## src/rtl/proc_control_unit_if.sv

```systemverilog
`default_nettype none
// ============================================================================
// Module : proc_control_unit_if
// Brief  : Control bundle between the multicycle control FSM and the 16-bit
//          datapath. The control unit takes the master side: it samples
//          run/ir/gnz and drives every select, load enable and strobe.
// Rev    : 1.0  initial release
// ============================================================================
interface proc_control_unit_if;
  logic       run;
  logic [9:0] ir;
  logic       gnz;
  logic [7:0] rin;
  logic [7:0] rout;
  logic       ain;
  logic       gin;
  logic       gout;
  logic       dinout;
  logic       irin;
  logic       addrin;
  logic       doutin;
  logic       w_d;
  logic       incr_pc;
  logic [2:0] aluop;
  logic       done;
  logic [2:0] tstep;

  // Control unit side
  modport master (
    input  run, ir, gnz,
    output rin, rout, ain, gin, gout, dinout, irin, addrin, doutin,
           w_d, incr_pc, aluop, done, tstep
  );

  // Datapath side
  modport slave (
    output run, ir, gnz,
    input  rin, rout, ain, gin, gout, dinout, irin, addrin, doutin,
           w_d, incr_pc, aluop, done, tstep
  );
endinterface
`default_nettype wire

```

## src/rtl/proc_control_unit.sv

```systemverilog
`default_nettype none
// ============================================================================
// Module : proc_control_unit
// Brief  : Multicycle control FSM. A 3-bit time-step register sequences
//          fetch (T0..T2) and execute (T3..T5); every datapath control is
//          decoded combinationally from Tstep, IR, Run and GNZ.
// Rev    : 1.0  initial release
// ============================================================================
module proc_control_unit (
  input  logic                clk_i,
  input  logic                resetn_i,
  proc_control_unit_if.master bus
);

  typedef enum logic [2:0] {
    T0 = 3'd0, T1 = 3'd1, T2 = 3'd2, T3 = 3'd3,
    T4 = 3'd4, T5 = 3'd5, T6 = 3'd6, T7 = 3'd7
  } tstep_t;

  localparam logic [3:0] c_OP_LD   = 4'b0000;
  localparam logic [3:0] c_OP_ST   = 4'b0001;
  localparam logic [3:0] c_OP_MVNZ = 4'b0010;
  localparam logic [3:0] c_OP_MV   = 4'b0011;
  localparam logic [3:0] c_OP_MVI  = 4'b0100;
  localparam logic [3:0] c_OP_ADD  = 4'b0101;
  localparam logic [3:0] c_OP_SRL  = 4'b1010;
  localparam logic [7:0] c_PC_SEL  = 8'h80;

  tstep_t     tstep_q, tstep_d;

  logic [3:0] w_op;
  logic [7:0] w_x_oh, w_y_oh;
  logic       w_is_alu;
  logic [3:0] w_alu_idx;

  logic [7:0] w_rin, w_rout;
  logic       w_ain, w_gin, w_gout, w_dinout, w_irin, w_addrin, w_doutin;
  logic       w_wd, w_incr_pc, w_done;
  logic [2:0] w_aluop;

  assign w_op      = bus.ir[9:6];
  assign w_x_oh    = 8'd1 << bus.ir[5:3];
  assign w_y_oh    = 8'd1 << bus.ir[2:0];
  assign w_is_alu  = (w_op >= c_OP_ADD) && (w_op <= c_OP_SRL);
  // ALU opcodes are contiguous from add, so the ALUop is the offset from add
  assign w_alu_idx = w_op - c_OP_ADD;

  // Decode all datapath controls for the current step; reset forces them low
  always_comb begin
    w_rin     = '0;
    w_rout    = '0;
    w_ain     = 1'b0;
    w_gin     = 1'b0;
    w_gout    = 1'b0;
    w_dinout  = 1'b0;
    w_irin    = 1'b0;
    w_addrin  = 1'b0;
    w_doutin  = 1'b0;
    w_wd      = 1'b0;
    w_incr_pc = 1'b0;
    w_aluop   = 3'b000;
    w_done    = 1'b0;
    unique case (tstep_q)
      T0: begin
        if (bus.run) begin
          w_rout    = c_PC_SEL;
          w_addrin  = 1'b1;
          w_incr_pc = 1'b1;
        end
      end
      T1: ; // synchronous RAM read latency
      T2: w_irin = 1'b1;
      T3: begin
        if (w_is_alu) begin
          w_rout = w_x_oh;
          w_ain  = 1'b1;
        end else begin
          case (w_op)
            c_OP_LD, c_OP_ST: begin
              w_rout   = w_y_oh;
              w_addrin = 1'b1;
            end
            c_OP_MVNZ: begin
              w_done = 1'b1;
              if (bus.gnz) begin
                w_rout = w_y_oh;
                w_rin  = w_x_oh;
              end
            end
            c_OP_MV: begin
              w_rout = w_y_oh;
              w_rin  = w_x_oh;
              w_done = 1'b1;
            end
            c_OP_MVI: begin
              w_rout    = c_PC_SEL;
              w_addrin  = 1'b1;
              w_incr_pc = 1'b1;
            end
            default: w_done = 1'b1; // undefined opcodes execute as nop
          endcase
        end
      end
      T4: begin
        if (w_is_alu) begin
          w_rout  = w_y_oh;
          w_gin   = 1'b1;
          w_aluop = w_alu_idx[2:0];
        end else if (w_op == c_OP_ST) begin
          w_rout   = w_x_oh;
          w_doutin = 1'b1;
          w_wd     = 1'b1;
          w_done   = 1'b1;
        end else if ((w_op != c_OP_LD) && (w_op != c_OP_MVI)) begin
          w_done = 1'b1; // unreachable for these opcodes; recover to T0
        end
      end
      T5: begin
        w_done = 1'b1;
        if (w_is_alu) begin
          w_gout = 1'b1;
          w_rin  = w_x_oh;
        end else if ((w_op == c_OP_LD) || (w_op == c_OP_MVI)) begin
          w_dinout = 1'b1;
          w_rin    = w_x_oh;
        end
      end
      default: w_done = 1'b1; // T6/T7 unreachable; end the instruction
    endcase
    if (!resetn_i) begin
      w_rin     = '0;
      w_rout    = '0;
      w_ain     = 1'b0;
      w_gin     = 1'b0;
      w_gout    = 1'b0;
      w_dinout  = 1'b0;
      w_irin    = 1'b0;
      w_addrin  = 1'b0;
      w_doutin  = 1'b0;
      w_wd      = 1'b0;
      w_incr_pc = 1'b0;
      w_aluop   = 3'b000;
      w_done    = 1'b0;
    end
  end

  // Next step: wrap after Done, park in T0 while Run is low, else advance
  always_comb begin
    tstep_d = tstep_t'(tstep_q + 3'd1);
    if (w_done || ((tstep_q == T0) && !bus.run)) begin
      tstep_d = T0;
    end
  end

  // Time-step register
  always_ff @(posedge clk_i or negedge resetn_i) begin
    if (!resetn_i) begin
      tstep_q <= T0;
    end else begin
      tstep_q <= tstep_d;
    end
  end

  assign bus.rin     = w_rin;
  assign bus.rout    = w_rout;
  assign bus.ain     = w_ain;
  assign bus.gin     = w_gin;
  assign bus.gout    = w_gout;
  assign bus.dinout  = w_dinout;
  assign bus.irin    = w_irin;
  assign bus.addrin  = w_addrin;
  assign bus.doutin  = w_doutin;
  assign bus.w_d     = w_wd;
  assign bus.incr_pc = w_incr_pc;
  assign bus.aluop   = w_aluop;
  assign bus.done    = w_done;
  assign bus.tstep   = tstep_q;

endmodule
`default_nettype wire

```

## src/flat_wrapper.sv

```systemverilog
// flat-port wrapper written by rule: the top's interface ports become plain ports
module proc_control_unit_flat 
  (clk_i, resetn_i, bus_run, bus_ir, bus_gnz, bus_rin, bus_rout, bus_ain, bus_gin, bus_gout, bus_dinout, bus_irin, bus_addrin, bus_doutin, bus_w_d, bus_incr_pc, bus_aluop, bus_done, bus_tstep);
  proc_control_unit_if bus_i ();
  input  logic clk_i;
  input  logic resetn_i;
  input wire logic [$bits(bus_i.run)-1:0] bus_run;
  input wire logic [$bits(bus_i.ir)-1:0] bus_ir;
  input wire logic [$bits(bus_i.gnz)-1:0] bus_gnz;
  output wire logic [$bits(bus_i.rin)-1:0] bus_rin;
  output wire logic [$bits(bus_i.rout)-1:0] bus_rout;
  output wire logic [$bits(bus_i.ain)-1:0] bus_ain;
  output wire logic [$bits(bus_i.gin)-1:0] bus_gin;
  output wire logic [$bits(bus_i.gout)-1:0] bus_gout;
  output wire logic [$bits(bus_i.dinout)-1:0] bus_dinout;
  output wire logic [$bits(bus_i.irin)-1:0] bus_irin;
  output wire logic [$bits(bus_i.addrin)-1:0] bus_addrin;
  output wire logic [$bits(bus_i.doutin)-1:0] bus_doutin;
  output wire logic [$bits(bus_i.w_d)-1:0] bus_w_d;
  output wire logic [$bits(bus_i.incr_pc)-1:0] bus_incr_pc;
  output wire logic [$bits(bus_i.aluop)-1:0] bus_aluop;
  output wire logic [$bits(bus_i.done)-1:0] bus_done;
  output wire logic [$bits(bus_i.tstep)-1:0] bus_tstep;
  assign bus_i.run = bus_run;
  assign bus_i.ir = bus_ir;
  assign bus_i.gnz = bus_gnz;
  assign bus_rin = bus_i.rin;
  assign bus_rout = bus_i.rout;
  assign bus_ain = bus_i.ain;
  assign bus_gin = bus_i.gin;
  assign bus_gout = bus_i.gout;
  assign bus_dinout = bus_i.dinout;
  assign bus_irin = bus_i.irin;
  assign bus_addrin = bus_i.addrin;
  assign bus_doutin = bus_i.doutin;
  assign bus_w_d = bus_i.w_d;
  assign bus_incr_pc = bus_i.incr_pc;
  assign bus_aluop = bus_i.aluop;
  assign bus_done = bus_i.done;
  assign bus_tstep = bus_i.tstep;
  proc_control_unit u_core (.clk_i(clk_i), .resetn_i(resetn_i), .bus(bus_i));
endmodule
```

## config.mk

```make
export PLATFORM = sky130hd
export DESIGN_NAME = proc_control_unit_flat
export DESIGN_NICKNAME = d
export VERILOG_FILES = /design/src/rtl/proc_control_unit_if.sv /design/src/rtl/proc_control_unit.sv /design/src/flat_wrapper.sv
export SDC_FILE = /design/constraint.sdc
export NUM_CORES = 1
export LEC_CHECK = 0
export ABC_AREA = 1
export BUFFER_PORTS_ARGS = -buffer_cell sky130_fd_sc_hd__buf_2
export CAP_MARGIN = 10
export CORE_ASPECT_RATIO = 1.25
export CORE_MARGIN = 2
export CORE_UTILIZATION = 42
export CTS_BUF_LIST = sky130_fd_sc_hd__clkbuf_8
export CTS_CLUSTER_SIZE = 24
export DETAILED_ROUTE_END_ITERATION = 10
export PLACE_DENSITY_LB_ADDON = 0.3
export SETUP_SLACK_MARGIN = 0.1
export SLEW_MARGIN = 20
export SYNTH_ARGS = -nofsm -noshare
export SYNTH_HDL_FRONTEND = slang
export SYNTH_SLANG_ARGS = --single-unit
```

## constraint.sdc

```tcl
create_clock -name clk_i -period 4.05 [get_ports clk_i]
set_input_delay 0.2025 -clock clk_i [delete_from_list [all_inputs] [get_ports clk_i]]
set_output_delay 0.2025 -clock clk_i [all_outputs]
set_load 0.01 [all_outputs]
```

# [Yosys cells after proc, flatten, opt, wreduce, memory -nomap -nowiden]
# Index checks and enable logic that the tools add are counted.
[totals] output_inout_bits=32 register_bits=3
[classes] shifts=2 n_reduce_logical=12 addsub=2 mux=52 n_lt_le_gt_ge=2 eq_ne=10
[ops] cell="8-bit 2-to-1 mux" n=11
[ops] cell="8-bit case mux with 3 select lines" n=2
[ops] cell="8-bit case mux with 2 select lines" n=2
[ops] cell="1-bit 2-to-1 mux" n=30
[ops] cell="1-bit by 3-bit << shifter with 8-bit output, first input constant" n=2
[ops] cell="3-bit 2-to-1 mux" n=4
[ops] cell="3-bit OR reduction" n=3
[ops] cell="4-bit by 2-bit == test with 1-bit output, second input constant" n=2
[ops] cell="3-bit by 2-bit == test with 1-bit output, second input constant" n=2
[ops] cell="3-bit == test, second input constant" n=2
[ops] cell="4-bit by 1-bit == test with 1-bit output, second input constant" n=1
[ops] cell="4-bit by 3-bit == test with 1-bit output, second input constant" n=1
[ops] cell="4-bit by 3-bit greater-or-equal comparator with 1-bit output, second input constant" n=1
[ops] cell="4-bit <= comparator, second input constant" n=1
[ops] cell="4-bit logical NOT" n=1
[ops] cell="4-bit by 3-bit inequality test with 1-bit output, second input constant" n=1
[ops] cell="1-bit case mux with 2 select lines" n=2
[ops] cell="4-bit nonzero test" n=1
[ops] cell="3-bit by 1-bit adder with 3-bit output, second input constant" n=1
[ops] cell="3-bit by 1-bit == test with 1-bit output, second input constant" n=1
[ops] cell="1-bit logical AND" n=3
[ops] cell="3-bit logical NOT" n=1
[ops] cell="1-bit case mux with 3 select lines" n=1
[ops] cell="3-bit subtractor, second input constant" n=1
[ops] cell="other kinds (2)" n=3

# [Logic depth before layout (Yosys ltp)]
[logic_depth] word_depth=9 ltp_mapped=12 depth_no_buf=12

# [Worst setup path after synthesis]
# OpenSTA, ideal clock, no wires.
[synth_timing] kind="register to output" from="register u_core.tstep_q[0], in the netlist u_core.bus.tstep[0]" to="output port bus_aluop[2]" n_path_buf=0 path_stages_with_launch=9 required_time_ns=3.848 path_slack_ns=2.358 arrival_time_ns=1.489 path_cell_list="dfrtp_1 > inv_1 > ha_1 > nand2_1 > nor2_1 > inv_1 > nor2_4 > o21ai_0 > a21oi_1"
[synth_between] elab_chain_cells=3
[synth_rtl] element="from (decl)" line_no="proc_control_unit.sv:29" source="tstep_t tstep_q, tstep_d;"
[synth_rtl] element="from (signal assigned)" line_no="proc_control_unit.sv:160" source="tstep_q <= tstep_d;"
[synth_rtl] element="3-bit == test" line_no="proc_control_unit.sv:63" source="unique case (tstep_q)"
[synth_rtl] element="3-bit 2-to-1 mux" line_no="proc_control_unit.sv:63"
[synth_rtl] element="3-bit 2-to-1 mux" line_no="proc_control_unit.sv:130" source="if (!resetn_i) begin"
[synth_rtl] element="to (decl)" line_no="flat_wrapper.sv:21" source="output wire logic [$bits(bus_i.aluop)-1:0] bus_aluop;"
# Every way passes these cells.

# [Final worst setup path]
[layout_timing] from="input port resetn_i" to="output port bus_aluop[2]"
[layout_between] elab_chain_cells=1
[layout_rtl] element="from (decl)" line_no="flat_wrapper.sv:6" source="input logic resetn_i;"
[layout_rtl] element="3-bit 2-to-1 mux" line_no="proc_control_unit.sv:130"
# Every way passes these cells.

==> flow_metrics.tcl <==
set metrics [dict create \
    status "finished clean" \
    drv_slew 0 \
    vias 1386 \
    clock_skew_ns 0.00137 \
    cts_tree "done" \
    ctsHoldBuffers 1 \
    final_nets 281 \
    synth_top_area_frac 0.175 \
    synth_edf_count 0 \
    p_leak_nw 0.771 \
    synth_cell_types 27 \
    hold_class "input port to async pin" \
    critPathArrivalTime_ns 1.94 \
    grt_pass1_vias 1202 \
    async_flop_share 1.00 \
    path_delay_family "buffers and inverters" \
    drc 0 \
    die_height_um 62.1 \
    synth_seq_cells 3 \
    finalSetupViolCount 0 \
    ctsResizeCount 0 \
    worst_pin_slew_ns 0.443 \
    startpoint "resetn_i" \
    antenna_found_initial 0 \
    clk_pin_slew_ns 0.03 \
    grt_overflow_total 0 \
    wl_per_cell_um 9.97 \
    setup_ws_ns 1.91 \
    place_ws_ns 2.20 \
    period_share 0.529 \
    power_density_nw_per_um2 275 \
    vias_per_cell 4.76 \
    ys_top_cells_by_count "nand2_1, inv_1, nand3_1, nor2_1, nor3_1" \
    die_w_um 50.5 \
    synthTopCellsByArea "nand2_1, inv_1, ha_1" \
    synth_cells 211 \
    crit_path_end_kind "primary output" \
    crit_slowest_cell "dlygate4sd3_1" \
    clk-insertion-delay-late_ns 0.21 \
    core_um2 2630 \
    area_growth_pct 25.7 \
    rsz0062_at_grt "no" \
    place_congestion 0.825 \
    rows 21 \
    numCtsBuffers 3 \
    cp.buffers_inverters 5 \
    peakVddDrop_uv 249 \
    port_buffers 45 \
    yosysSeqAreaShare 0.0662 \
    cp.required_ns 3.85 \
    clock.fmax_mhz 467 \
    yosysMostFrequentCell "nand2_1" \
    r2r_end "u_core.bus.tstep[2]$_DFF_PN0_" \
    drtIter0Drc 40 \
    ctsRootBufferMaster "clkbuf_8" \
    ios 46 \
    grt_pass1_wl_um 4890 \
    firstDrtPassIters 4 \
    hpwlAfterDp_um 2410 \
    cp_max_fo 11 \
    synth_nets 234 \
    placedCellCount 286 \
    fin_cells 291 \
    cts_sinks 3 \
    start_util 0.432 \
    p_total_mw 0.393 \
    largest_register_ffs 3 \
    synth-main-ff-cell "dfrtp_1" \
    grt_max_degree 20 \
    tns_ns 0 \
    cp-start-kind "input port" \
    clock_path_buffers 2 \
    worstPathCellList "dlygate4sd3_1, buf_2, inv_1, nor2_1, inv_1, nor2_4, o21ai_0, a21oi_1, buf_2" \
    critPathMaxStageDelay_ns 0.53 \
    synth.avg_cell_area_um2 5.38 \
    synth.largest_area_cell "nand2_1" \
    reg2reg_from "u_core.bus.tstep[0]$_DFF_PN0_" \
    report.final.hold_viol_count 0 \
    reg2regPathDepth 9 \
    relSlewSlack 0.702 \
    whs_ns 0.365 \
    yosysWarnings 0 \
    dieArea_um2 3140 \
    cap_violations 0 \
    ant_nets 0 \
    drive_gt1_frac 0.272 \
    period_needed_ns 2.14 \
    antenna_cells 0 \
    endpoint "bus_aluop[2]" \
    syn_area_um2 1130 \
    cts_max_level 1 \
    grtUsageTotal 0.193 \
    path_class "input port to primary output" \
    rrSetupSlack_ns 2.38 \
    postCtsSetupRepairBufs 0 \
    path_depth 9 \
    wl_um 2900 \
]
-- per-stage QoR --
stage	util	area, µm²
2_1_floorplan	-	1130
3_3_place_gp	0.522	1370
3_5_place_dp	0.522	1370
4_1_cts	0.543	1430
5_1_grt	0.543	1430
6_report	0.543	1430
-- how the worst min path moves through the flow --
stage                                         end  slack, ns
floorplan           u_core.bus.tstep[0]$_DFF_PN0_      -0.09
CTS                 u_core.bus.tstep[1]$_DFF_PN0_       0.35
global route        u_core.bus.tstep[1]$_DFF_PN0_       0.38
finish              u_core.bus.tstep[1]$_DFF_PN0_       0.37
detailed placement  u_core.bus.tstep[1]$_DFF_PN0_       0.04
global placement    u_core.bus.tstep[1]$_DFF_PN0_       0.04
-- cells in the final DEF (no fill, tap or decap) --
| cell type | n |
|---|---|
| nand2_1 | 53 |
| buf_2 | 45 |
| inv_1 | 34 |
| nor2_1 | 22 |
| nand3_1 | 22 |
| nor3_1 | 17 |
| a21oi_1 | 15 |
| ha_1 | 9 |
| o21ai_0 | 7 |
| nand2_2 | 5 |
| inv_2 | 3 |
| nor2_4 | 3 |
| o21ai_2 | 3 |
| clkbuf_8 | 3 |
| dfrtp_1 | 3 |
| nor2_2 | 2 |
| a21oi_2 | 2 |
| clkinv_1 | 1 |
| o21bai_1 | 1 |
| nand2_4 | 1 |
| nand3b_1 | 1 |
| nand3_2 | 1 |
| a31oi_2 | 1 |
| o22ai_2 | 1 |
| nor3b_1 | 1 |
| dlygate4sd3_1 | 1 |
-- metal layers --
| metal | part of all wire | global-route usage |
|---|---|---|
| met5 | 0 | 0 |
| met2 | 0.51 | 0.350 |
| met4 | 0.010 | 0.0507 |
| met1 | 0.43 | 0.236 |
| met3 | 0.057 | 0.0216 |
-- cell families (layout without fill, tap and decap cells) --
family	count (synthesis)	in the layout	share of synthesized area
AND/OR/NAND/NOR	128	128	0.520
flip-flops	3	3	0.0662
adder cells (fa/ha/maj)	9	9	0.0992
buffers and inverters	41	87	0.150
AO/OA/AOI/OAI	30	30	0.164
-- final cells by class --
cell class | instances | area [µm²]
Fill cell | 312 | 1200
Multi-Input combinational cell | 167 | 890
Timing Repair Buffer | 46 | 235
Inverter | 37 | 139
Sequential cell | 3 | 75.1
Tap cell | 34 | 42.5
Clock buffer | 3 | 41.3
Clock inverter | 1 | 3.75
-- where the power goes --
part / total [mW] / switching, mW / internal (mW)
sequential: 0.0577 / 0.0144 / 0.0433
clock: 0.0823 / 0.0180 / 0.0643
combinational: 0.252 / 0.159 / 0.0936
total: 0.393 / 0.191 / 0.201
Note: power is estimated with default switching activity, not from simulation.
